## src/rtl/calc_pkg.sv

```systemverilog
// Shared encodings and sizing helpers for the calculator core.
// Pure definitions: no latency, no backpressure.
package calc_pkg;

    typedef enum logic [2:0] {
        OP_ADD = 3'd0,
        OP_SUB = 3'd1,
        OP_AND = 3'd2,
        OP_OR  = 3'd3,
        OP_XOR = 3'd4,
        OP_MUL = 3'd5,
        OP_DIV = 3'd6,
        OP_SHL = 3'd7
    } op_t;

    typedef enum logic [1:0] {
        ST_WAIT_A = 2'd0,
        ST_WAIT_B = 2'd1,
        ST_EXEC   = 2'd2,
        ST_DONE   = 2'd3
    } stage_t;

    function automatic int hist_idx_w(input int depth);
        return (depth > 1) ? $clog2(depth) : 1;
    endfunction

endpackage

```

## src/rtl/calc_muldiv.sv

```systemverilog
// Iterative unsigned shift-add multiplier / restoring divider, one bit per cycle.
// Latency: WIDTH iterations (first at the start edge), done pulses for one cycle after the last.
// No backpressure: start is only issued while idle, clear aborts immediately.
module calc_muldiv
    import calc_pkg::*;
#(
    parameter int WIDTH = 16
) (
    input  logic             clk,
    input  logic             clear,
    input  logic             start,
    input  op_t              op,
    input  logic [WIDTH-1:0] a,
    input  logic [WIDTH-1:0] b,
    output logic             done,
    output logic [WIDTH-1:0] result,
    output logic             ovf
);

    localparam int CW = $clog2(WIDTH + 1);

    // hi/lo hold {product} for MUL and {remainder, quotient/dividend} for DIV
    logic [WIDTH-1:0] hi_q, lo_q, m_q;
    logic             is_mul_q, run_q;
    logic [CW-1:0]    cnt_q, cnt_nx;

    logic [WIDTH-1:0] hi_src, lo_src, m_src, hi_nx, lo_nx;
    logic             mul_src;
    logic [WIDTH:0]   sum, shifted, diff;

    always_comb begin
        mul_src = start ? (op == OP_MUL) : is_mul_q;
        m_src   = start ? ((op == OP_MUL) ? a : b) : m_q;
        hi_src  = start ? '0 : hi_q;
        lo_src  = start ? ((op == OP_MUL) ? b : a) : lo_q;
        sum     = {1'b0, hi_src} + (lo_src[0] ? {1'b0, m_src} : '0);
        shifted = {hi_src, lo_src[WIDTH-1]};
        diff    = shifted - {1'b0, m_src};
        hi_nx   = shifted[WIDTH-1:0];
        lo_nx   = {lo_src[WIDTH-2:0], 1'b0};
        if (mul_src) begin
            hi_nx = sum[WIDTH:1];
            lo_nx = {sum[0], lo_src[WIDTH-1:1]};
        end else if (!diff[WIDTH]) begin
            hi_nx = diff[WIDTH-1:0];
            lo_nx = {lo_src[WIDTH-2:0], 1'b1};
        end
        cnt_nx = start ? CW'(1) : cnt_q + CW'(1);
    end

    always_ff @(posedge clk) begin
        if (clear) begin
            hi_q     <= '0;
            lo_q     <= '0;
            m_q      <= '0;
            is_mul_q <= 1'b0;
            run_q    <= 1'b0;
            cnt_q    <= '0;
            done     <= 1'b0;
        end else begin
            done <= 1'b0;
            if (start || run_q) begin
                hi_q     <= hi_nx;
                lo_q     <= lo_nx;
                m_q      <= m_src;
                is_mul_q <= mul_src;
                cnt_q    <= cnt_nx;
                run_q    <= (cnt_nx != CW'(WIDTH));
                done     <= (cnt_nx == CW'(WIDTH));
            end
        end
    end

    assign result = lo_q;
    assign ovf    = is_mul_q & (|hi_q);

endmodule

```

## src/rtl/calc_engine.sv

```systemverilog
// Calculator core: operand entry FSM, single-cycle ALU, iterative mul/div, result history.
// Latency: 1 cycle after B capture for single-cycle ops, WIDTH cycles for MUL/DIV.
// No backpressure: next rising edges outside WAIT_A/WAIT_B/DONE are ignored.
module calc_engine
    import calc_pkg::*;
#(
    parameter int WIDTH = 16,
    parameter int DEPTH = 4
) (
    input  logic                          clk,
    input  logic                          clear,
    input  logic                          next,
    input  logic [2:0]                    MS,
    input  logic [WIDTH-1:0]              Din,
    input  logic [hist_idx_w(DEPTH)-1:0]  hist_idx,
    output logic [WIDTH-1:0]              result,
    output logic                          done,
    output logic                          busy,
    output logic                          carry,
    output logic                          err,
    output logic [1:0]                    stage,
    output logic [WIDTH-1:0]              hist_data,
    output logic [hist_idx_w(DEPTH):0]    hist_count
);

    localparam int IW = hist_idx_w(DEPTH);
    localparam int SW = $clog2(WIDTH);

    stage_t           st_q;
    logic             next_q, nxt_p;
    logic [WIDTH-1:0] a_q, b_q;
    op_t              op_q, ms_op;
    logic [WIDTH-1:0] hist [DEPTH];

    logic             md_start, md_done, md_ovf;
    logic [WIDTH-1:0] md_res;

    logic             iterative, finish;
    logic [WIDTH-1:0] res_nx;
    logic             carry_nx, err_nx;

    assign nxt_p = next & ~next_q;
    assign ms_op = op_t'(MS);

    // A zero divisor takes the single-cycle path, so it never starts the divider
    assign md_start = (st_q == ST_WAIT_B) && nxt_p &&
                      ((ms_op == OP_MUL) || ((ms_op == OP_DIV) && (Din != '0)));

    calc_muldiv #(.WIDTH(WIDTH)) u_muldiv (
        .clk    (clk),
        .clear  (clear),
        .start  (md_start),
        .op     (ms_op),
        .a      (a_q),
        .b      (Din),
        .done   (md_done),
        .result (md_res),
        .ovf    (md_ovf)
    );

    assign iterative = (op_q == OP_MUL) || ((op_q == OP_DIV) && (b_q != '0));
    assign finish    = iterative ? md_done : 1'b1;

    always_comb begin
        res_nx   = '0;
        carry_nx = 1'b0;
        err_nx   = 1'b0;
        case (op_q)
            OP_ADD: {carry_nx, res_nx} = {1'b0, a_q} + {1'b0, b_q};
            OP_SUB: begin
                res_nx   = a_q - b_q;
                carry_nx = (a_q < b_q);
            end
            OP_AND: res_nx = a_q & b_q;
            OP_OR:  res_nx = a_q | b_q;
            OP_XOR: res_nx = a_q ^ b_q;
            OP_MUL: begin
                res_nx   = md_res;
                carry_nx = md_ovf;
            end
            OP_DIV: begin
                if (b_q == '0) begin
                    res_nx = '1;
                    err_nx = 1'b1;
                end else begin
                    res_nx = md_res;
                end
            end
            OP_SHL: res_nx = a_q << b_q[SW-1:0];
            default: res_nx = '0;
        endcase
    end

    always_ff @(posedge clk) begin
        if (clear) begin
            next_q     <= 1'b0;
            st_q       <= ST_WAIT_A;
            a_q        <= '0;
            b_q        <= '0;
            op_q       <= OP_ADD;
            result     <= '0;
            carry      <= 1'b0;
            err        <= 1'b0;
            done       <= 1'b0;
            busy       <= 1'b0;
            hist_count <= '0;
            for (int i = 0; i < DEPTH; i++) hist[i] <= '0;
        end else begin
            next_q <= next;
            case (st_q)
                ST_WAIT_A: if (nxt_p) begin
                    a_q  <= Din;
                    st_q <= ST_WAIT_B;
                end
                ST_WAIT_B: if (nxt_p) begin
                    b_q  <= Din;
                    op_q <= ms_op;
                    st_q <= ST_EXEC;
                    busy <= 1'b1;
                end
                ST_EXEC: if (finish) begin
                    result <= res_nx;
                    carry  <= carry_nx;
                    err    <= err_nx;
                    st_q   <= ST_DONE;
                    busy   <= 1'b0;
                    done   <= 1'b1;
                    for (int i = DEPTH - 1; i > 0; i--) hist[i] <= hist[i-1];
                    hist[0] <= res_nx;
                    if (hist_count != (IW+1)'(DEPTH)) hist_count <= hist_count + 1'b1;
                end
                ST_DONE: if (nxt_p) begin
                    st_q <= ST_WAIT_A;
                    done <= 1'b0;
                end
                default: st_q <= ST_WAIT_A;
            endcase
        end
    end

    assign stage     = st_q;
    assign hist_data = ({1'b0, hist_idx} < hist_count) ? hist[hist_idx] : '0;

endmodule

```

## config.mk

```make
export PLATFORM = sky130hd
export DESIGN_NAME = calc_engine
export DESIGN_NICKNAME = d
export VERILOG_FILES = /design/src/rtl/calc_pkg.sv /design/src/rtl/calc_muldiv.sv /design/src/rtl/calc_engine.sv
export SDC_FILE = /design/constraint.sdc
export NUM_CORES = 1
export LEC_CHECK = 0
export ABC_AREA = 1
export CORE_ASPECT_RATIO = 1.2
export CORE_MARGIN = 4
export CORE_UTILIZATION = 62
export CTS_BUF_LIST = sky130_fd_sc_hd__clkbuf_4 sky130_fd_sc_hd__clkbuf_8 sky130_fd_sc_hd__clkbuf_16
export DETAILED_ROUTE_END_ITERATION = 8
export PLACE_DENSITY = 0.82
export RECOVER_POWER = 100
export REMOVE_ABC_BUFFERS = 1
export SLEW_MARGIN = 20
export SYNTH_ARGS = -nofsm -noshare
export SYNTH_HDL_FRONTEND = slang
export SYNTH_SLANG_ARGS = --single-unit
export TNS_END_PERCENT = 10
```

## constraint.sdc

```tcl
create_clock -name clk -period 5.5 [get_ports clk]
set_input_delay 1.1 -clock clk [delete_from_list [all_inputs] [get_ports clk]]
set_output_delay 1.1 -clock clk [all_outputs]
set_load 0.02 [all_outputs]
```

Word level (Yosys, flattened, before mapping)
Memory sizes are Yosys's and may differ from the RTL's. Index checks and enable logic that the tools add are counted.

Bits in registers: 117. Bits in writable memories: 64. Input bits: 24. Output and inout port bits: 41. Word-level logic and storage cells: 121. Memories kept: 1.

Memories: hist (depth 4, width 16, read ports 4, clocked after memory_dff 0, wr ports 4, RTL line calc_engine.sv:33) `logic [WIDTH-1:0] hist [DEPTH];`.

$add $sub $neg: 6. $lt $le $gt $ge: 2. Eq/ne operators: 19. Shift-type cells: 1. Muxes and demuxes: 40. Bitwise operators: 11. Reduce and logical (&&, ||, !) cells: 23.

Operators by type and width (number): 2-to-1 mux 16 bit (15); case mux 16 bit (8 select lines) (1); nonzero test 16 bit (2); equality test 3 bit (second input constant) (6); adder 16 x 16 -> 17 bit (1); adder 16 x 17 -> 17 bit (1); subtractor 17 x 16 -> 17 bit (1); bitwise AND 16 bit (1); logical NOT 16 bit (1); less-than comparator 16 bit (1); OR 16 bit (1); OR reduction 16 bit (1); << shifter 16 x 4 -> 16 bit (1); subtractor 16 bit (1); XOR 16 bit (1); 2-to-1 mux 1 bit (15); AND reduction 3 bit (3); 2-to-1 mux 2 bit (4); inequality test 2 bit (second input constant) (4); case mux 2 bit (4 select lines) (1); equality test 3 x 2 -> 1 bit (second input constant) (2); AND reduction 2 bit (3); adder 5 x 1 -> 5 bit (second input constant) (1); equality test 5 bit (second input constant) (1); other kinds (20) (33).

Depth between registers and ports, before layout
Depth after elaboration: 9. Depth in mapped cells: 29. Depth with buffers taken out: 27.

Cells and area by module
From an unflattened synthesis, not the netlist that was laid out.

Cells, all modules: 2241. Area, all modules: 14307.5 um2.

Modules (own cells, without submodules): calc_engine (instances 1, cells each 1289, area each 8798.4 um2, sequential area each 3143.0 um2); calc_muldiv (instances 1, cells each 952, area each 5509.0 um2, sequential area each 1121.1 um2).

Worst setup path before layout
No wires, ideal clock.

Path type: input to register. From: input port next. To: register u_muldiv.hi_q[12]. Library setup time: 132 ps. Arrival: 4273 ps. Required time: 5368 ps. Setup slack: 1095 ps. Cell stages on the path: 23. Path buffers: 4. Cells stage by stage: inv_2 > nor2_4 > inv_2 > nor2_8 > nand3_4 > nand2_4 > buf_6 > clkbuf_1 > clkbuf_1 > o211ai_1 > o21ai_0 > ha_1 > a21oi_1 > o21ai_0 > a221oi_1 > nand2_1 > nand2_1 > nand2_2 > buf_6 > nand2_1 > nand3_1 > nand2_1 > a21oi_2.

Cells in the longest elaborated chain, start to end: 7. Elaborated cells on any way between the ends: 13. Those cells by class: add/sub (2); mux (7); bitwise (1); reduce/logical (3).

Ends and longest elaborated chain: start: declaration (RTL line calc_engine.sv:12) `input logic next,`; bitwise AND 1 bit * (RTL line calc_engine.sv:42) `assign nxt_p = next & ~next_q;`; logical AND 1 bit * (2 in series) (RTL line calc_engine.sv:46) `assign md_start = (st_q == ST_WAIT_B) && nxt_p &&`; 2-to-1 mux 16 bit, on equally long branches (RTL line calc_muldiv.sv:35, calc_muldiv.sv:33, calc_muldiv.sv:34); subtractor 17 x 16 -> 17 bit / 2-to-1 mux 16 bit (equally long branches) (RTL line calc_muldiv.sv:38, calc_muldiv.sv:36); 2-to-1 mux 16 bit / adder 16 x 17 -> 17 bit (equally long branches) (RTL line calc_muldiv.sv:44, calc_muldiv.sv:36); 2-to-1 mux 16 bit (RTL line calc_muldiv.sv:41) `if (mul_src) begin`; end signal: assignment (RTL line calc_muldiv.sv:63) `hi_q <= hi_nx;`; end: declaration (RTL line calc_muldiv.sv:23) `logic [WIDTH-1:0] hi_q, lo_q, m_q;`.

Every way passes the cells marked *; elsewhere a longest branch is shown, timed or not. A chain may end at the register's enable or synchronous reset.

==> metrics.yaml <==
outcome: "finished, violations left"
failed_checks: "capacitance limit, slew limit"
hp_class: "register to register"
holdWs_ns: 0.455
place_congestion: 0.971
postSynthRegisterBits: 181
synth_edf_count: 64
number_of_search_and_repair_iterations_in_the_first_detailed_routing_pass: 6
final_layout_size_suffix_gt1_frac: 0.0503
report.final.hold_viol_count: 0
cap_violations: 1
die_w_um: 140
power_density_nw_per_um2: 414
timing.critical_path.fanout_max: 37
postCtsResizedCells: 0
worst_ep_arrival_time_ns: 5.13
finalWirelength_um: 41000
syn_area_um2: 13000
layout_min_cycle_time_ns: 5.02
vias_in_the_first_global_route: 12800
residual_overflow_from_global_routing: 0
timing.final.setup_violations: 0
fin_crit_sh: 0.912
critPathLaunchType: "input port"
portBuffers: 64
cts-buffers-inserted: 17
core_region_area_um2: 20500
mostFrequentLayoutCell: "nand2_1"
fp.dieArea_um2: 23400
clock_latency_ns: 0.45
cpMostUsedCell: "clkbuf_1"
dominantRegCellSynth: "dfxtp_1"
grt_first_pass_wirelength_um: 65700
ordered_list_of_cells_on_the_worst_path: "dlygate4sd3_1 -> clkbuf_1 -> nor2_1 -> clkbuf_1 -> inv_1 -> buf_4"
worst_hold_startpoint: "result[14]"
max_freq_ghz: 0.199
pwr-share-seq: 0.303
die_outline_height_um: 167
yosysSeqAreaShare: 0.328
most-common-layout-cells: "nand2_1, inv_1, o21ai_0, a21oi_1, nor2_1"
clock_power_share: 0.196
yosys.area.top_type: "dfxtp_1"
cts_max_path_buffers: 2
yosysWarnings: 0
h-tree-depth: 4
cts.clk_slew.worst_paths_ns: 0.07
cts_setup_buffers: 0
largest_clock_skew_in_the_final_design_ns: 0.0167
power.net_switching_mw: 2.75
post_synth_num_cell_types: 59
setup_tns_ns: 0
synth.avg_cell_area_um2: 6.95
cts_hold_repair.buffers: 0
post_synth_inst_count: 1874
diodes: 0
vdd_ir_drop_max_mv: 0.277
grt_max_degree: 63
antenna_left: 0
count_of_vias_placed_by_the_detailed_router: 13100
detailedPlacementHpwl_um: 31600
cts_tree: "done"
timing.rr.start: "b_q[2]"
synthTopCellsByArea: "dfxtp_1, edfxtp_1, nand2_1"
final_nets: 2008
crit_slowest_cell: "clkbuf_1"
antenna_violations_before_repair: 0
areaGrowthSynthToFinish_pct: 10.1
n_fill_cell: 1741
grt_usage: 0.348
initial_util: 0.636
power.internal_mw: 3.18
num_rows: 57
initialDrtViolationCount: 1245
ios: 65
combPwrFrac: 0.501
cp-startpoint: "clear"
worst_pin_slew_ns: 1.73
avgRoutedWirePerCell_um: 18.9
setup.worst_path.class: "input port to register"
slowest_delay_ns: 1.24
timing_max_transition_violations_final: 36
worst_case_headroom_to_the_max_slew_limit: -0.156
leakagePower_nw: 6.43
remaining_drc_errors: 0
synth_async_sr_flop_share: 0
post-synth-top-area-fraction: 0.180
grt_setup_unrepaired: "false"
cts.sinks: 181
cts.root.buffer_cell: "clkbuf_16"
power_switching_share: 0.463
worst_ep_required_time_ns: 5.61
critPathCaptureType: "register"
detail_route.vias_per_cell: 6.04
## through the flow
stage / area, um2 / power [mW] / cells / utilization / setup slack (ns)
floorplan: 12600 / 3.80 / 1784 / - / 0.818
finish: 14300 / 5.93 / 2173 / 0.700 / 0.483
global route: 14300 / 6.31 / 2173 / 0.700 / 0.161
detailed placement: 13800 / 4.77 / 2141 / 0.675 / 0.357
global placement: 13800 / 4.70 / 2141 / 0.675 / 0.415
CTS: 14400 / 5.93 / 2173 / 0.702 / 0.806
## worst max-delay path: cells and delay by family
| kind | cells | cell delay, ns |
|---|---|---|
| simple gates | 1 | 0.11 |
| buf+inv | 5 | 3.88 |
## cell families (layout without fill, tap and decap cells)
| logic type | after synthesis | in the layout | share of synthesized area |
|---|---|---|---|
| DFF | 181 | 181 | 0.328 |
| muxes | 4 | 4 | 0.00308 |
| and+or+nand+nor | 693 | 693 | 0.225 |
| buffers and inverters | 342 | 376 | 0.102 |
| adders and majority gates | 89 | 89 | 0.0867 |
| AOI/OAI and AO/OA | 540 | 540 | 0.239 |
| xor gates and xnor gates | 25 | 25 | 0.0168 |
## routing by layer
layer | vias up | share of wire | global-route usage
met2 | 576 | 0.50 | 0.624
met5 | - | 0 | 0
met1 | 6019 | 0.36 | 0.379
met3 | 180 | 0.052 | 0.0381
met4 | 0 | 0.079 | 0.242
li1 | 6343 | - | -
## synth_stat cells, types with 10 or more instances
master,n
nor2_1,187
xor2_1,21
o21ai_1,13
nor3_1,13
inv_1,245
a21oi_1,188
ha_1,87
a31oi_1,10
clkbuf_1,78
o211ai_1,36
nand2_2,10
nand3_1,77
dfxtp_1,117
edfxtp_1,64
o21ai_0,208
nand2_1,356
nand4_1,16
## worst paths after layout
path | to | slack [ns] | cells past startpoint
setup / recovery | hist[0][2] | 0.48 | 6
hold / removal | result[14] | 0.46 | 2
setup reg to reg | hist[0][2] | 0.84 | 13
hold reg to reg | result[14] | 0.46 | 2
## final cells by class
class                      instances  area (um2)  share of cell area
tap                              265         332              0.0231
inverter                         252         946              0.0660
multi-input combinational       1351        7400               0.517
clock inverter                    15         124             0.00865
timing repair buffer              92         833              0.0582
clock buffer                      17         425              0.0297
sequential                       181        4260               0.298
## state kept, by name, indices dropped and copies added, names as in the netlist, 5 cells and up
signal	count
b_q	16
result	16
u_muldiv.result	16
u_muldiv.cnt_q	5
a_q	16
hist	64
u_muldiv.hi_q	16
u_muldiv.m_q	16
## power by group through the flow
stage	registers [mW]	clock network, mW	logic, mW
after floorplan	1.84	0	1.97
after global placement	1.80	0	2.90
after detailed placement	1.82	0	2.95
after CTS	1.79	1.16	2.97
after global routing	1.82	1.22	3.27
final	1.79	1.16	2.97
Power figures use the tool's default switching activity.
==> edit (config.mk and constraints unchanged) <==
Remove the case item `OP_SHL` of the case on `op_q`.
--- a/src/rtl/calc_engine.sv
+++ b/src/rtl/calc_engine.sv
@@ -86,7 +86,6 @@
                     res_nx = md_res;
                 end
             end
-            OP_SHL: res_nx = a_q << b_q[SW-1:0];
             default: res_nx = '0;
         endcase
     end
Function: changed (Yosys sat finds a counterexample within 10 cycles, from zero or initial values).
==> edit against the unedited design <==
The run still ends with capacitance limit, slew limit left; combinational power is 9.8% lower; non-clock buffer count is 7 lower; critical path depth is 15 higher; hold slack better by 0.0083 ns; cell area shrank 3.6%; routed wire length decreased by 15%; core utilization grew 0.42 points; count of clock-buffer cells in the layout grew 1; worst setup slack lost 0.052 ns; sequential cell count did not move; cell count shrank 5.4%; total power down 5.0%; area after synthesis is 4.3% lower; critical path type unchanged; critical endpoint is now u_muldiv.hi_q[8]; largest power group unchanged.
==> edit: results <==
[run_status]
status = finished, violations left
violations = capacitance limit, slew limit

[detailed_routing]
route.met2.wl_um = 18170
met3_length_um = 1440
wl_met1_um = 13400

[logic_synthesis]
synthMuxAreaShare = 0
syn-mean-instance-area_um2 = 7.107
synth-xor-area-share = 0.009145
synth_fa_ha_area_frac = 0.08964
synth_commonest_cells = nand2_1 (285), inv_1 (232), a21oi_1 (192)
synth.area.top_cells = dfxtp_1 (19%), edfxtp_1 (15%), ha_1 (8.6%)

[timing]
skew_ns = 0.01512
tightest_slew_ns = 1.963
maxSlewViolCount = 157
whs_ns = 0.4635
timing.final.crit_share = 0.9216

[global_route]
use_met3 = 0.02988
grt_use_total = 0.3118

[power_and_ir_drop]
switchingPower_w = 0.002507
cellPowerDensity_nw_per_um2 = 407.6
leakage_nw = 6.169
p_comb_w = 0.00268

[critical_path]
critPathTopFamily = simple AND/OR/NAND/NOR gates
timing.rr.end = hist[2][12]
crit_path_max_incr_delay_ns = 0.50
reg2regPathDepth = 17

[finish]
bufAreaShareNonClock = 0.05688
diodes = 1
final_util = 0.7041
clk_share = 0.04130
fill_cells = 1680
multi_input_area_share = 0.5027

[job]
max_cap_viol_count = 3
-- edit: cell count changes after synthesis, sizes merged, moves of 8 or more --
cell,delta
nand3,+20
nand2,-63
inv,-11
a211oi,-8
nor2,-15
xor2,-12
nor3,+10
clkbuf,-18
o21ai,-32
-- edit: worst register-to-register path, cell delays in order, from the launching register on --
cell and delay [ns]:
dfxtp_1 0.36, inv_1 0.10, nor2_1 0.04, inv_1 0.07
nor2_1 0.09, inv_1 0.06, nand2_1 0.32, inv_1 0.31
nor2_1 0.07, o21ai_0 0.07, inv_1 0.11, nor2_1 0.54
inv_1 0.32, clkbuf_1 0.37, nor2_1 0.60, clkinv_1 0.75
clkbuf_2 0.47, nor2_1 0.19
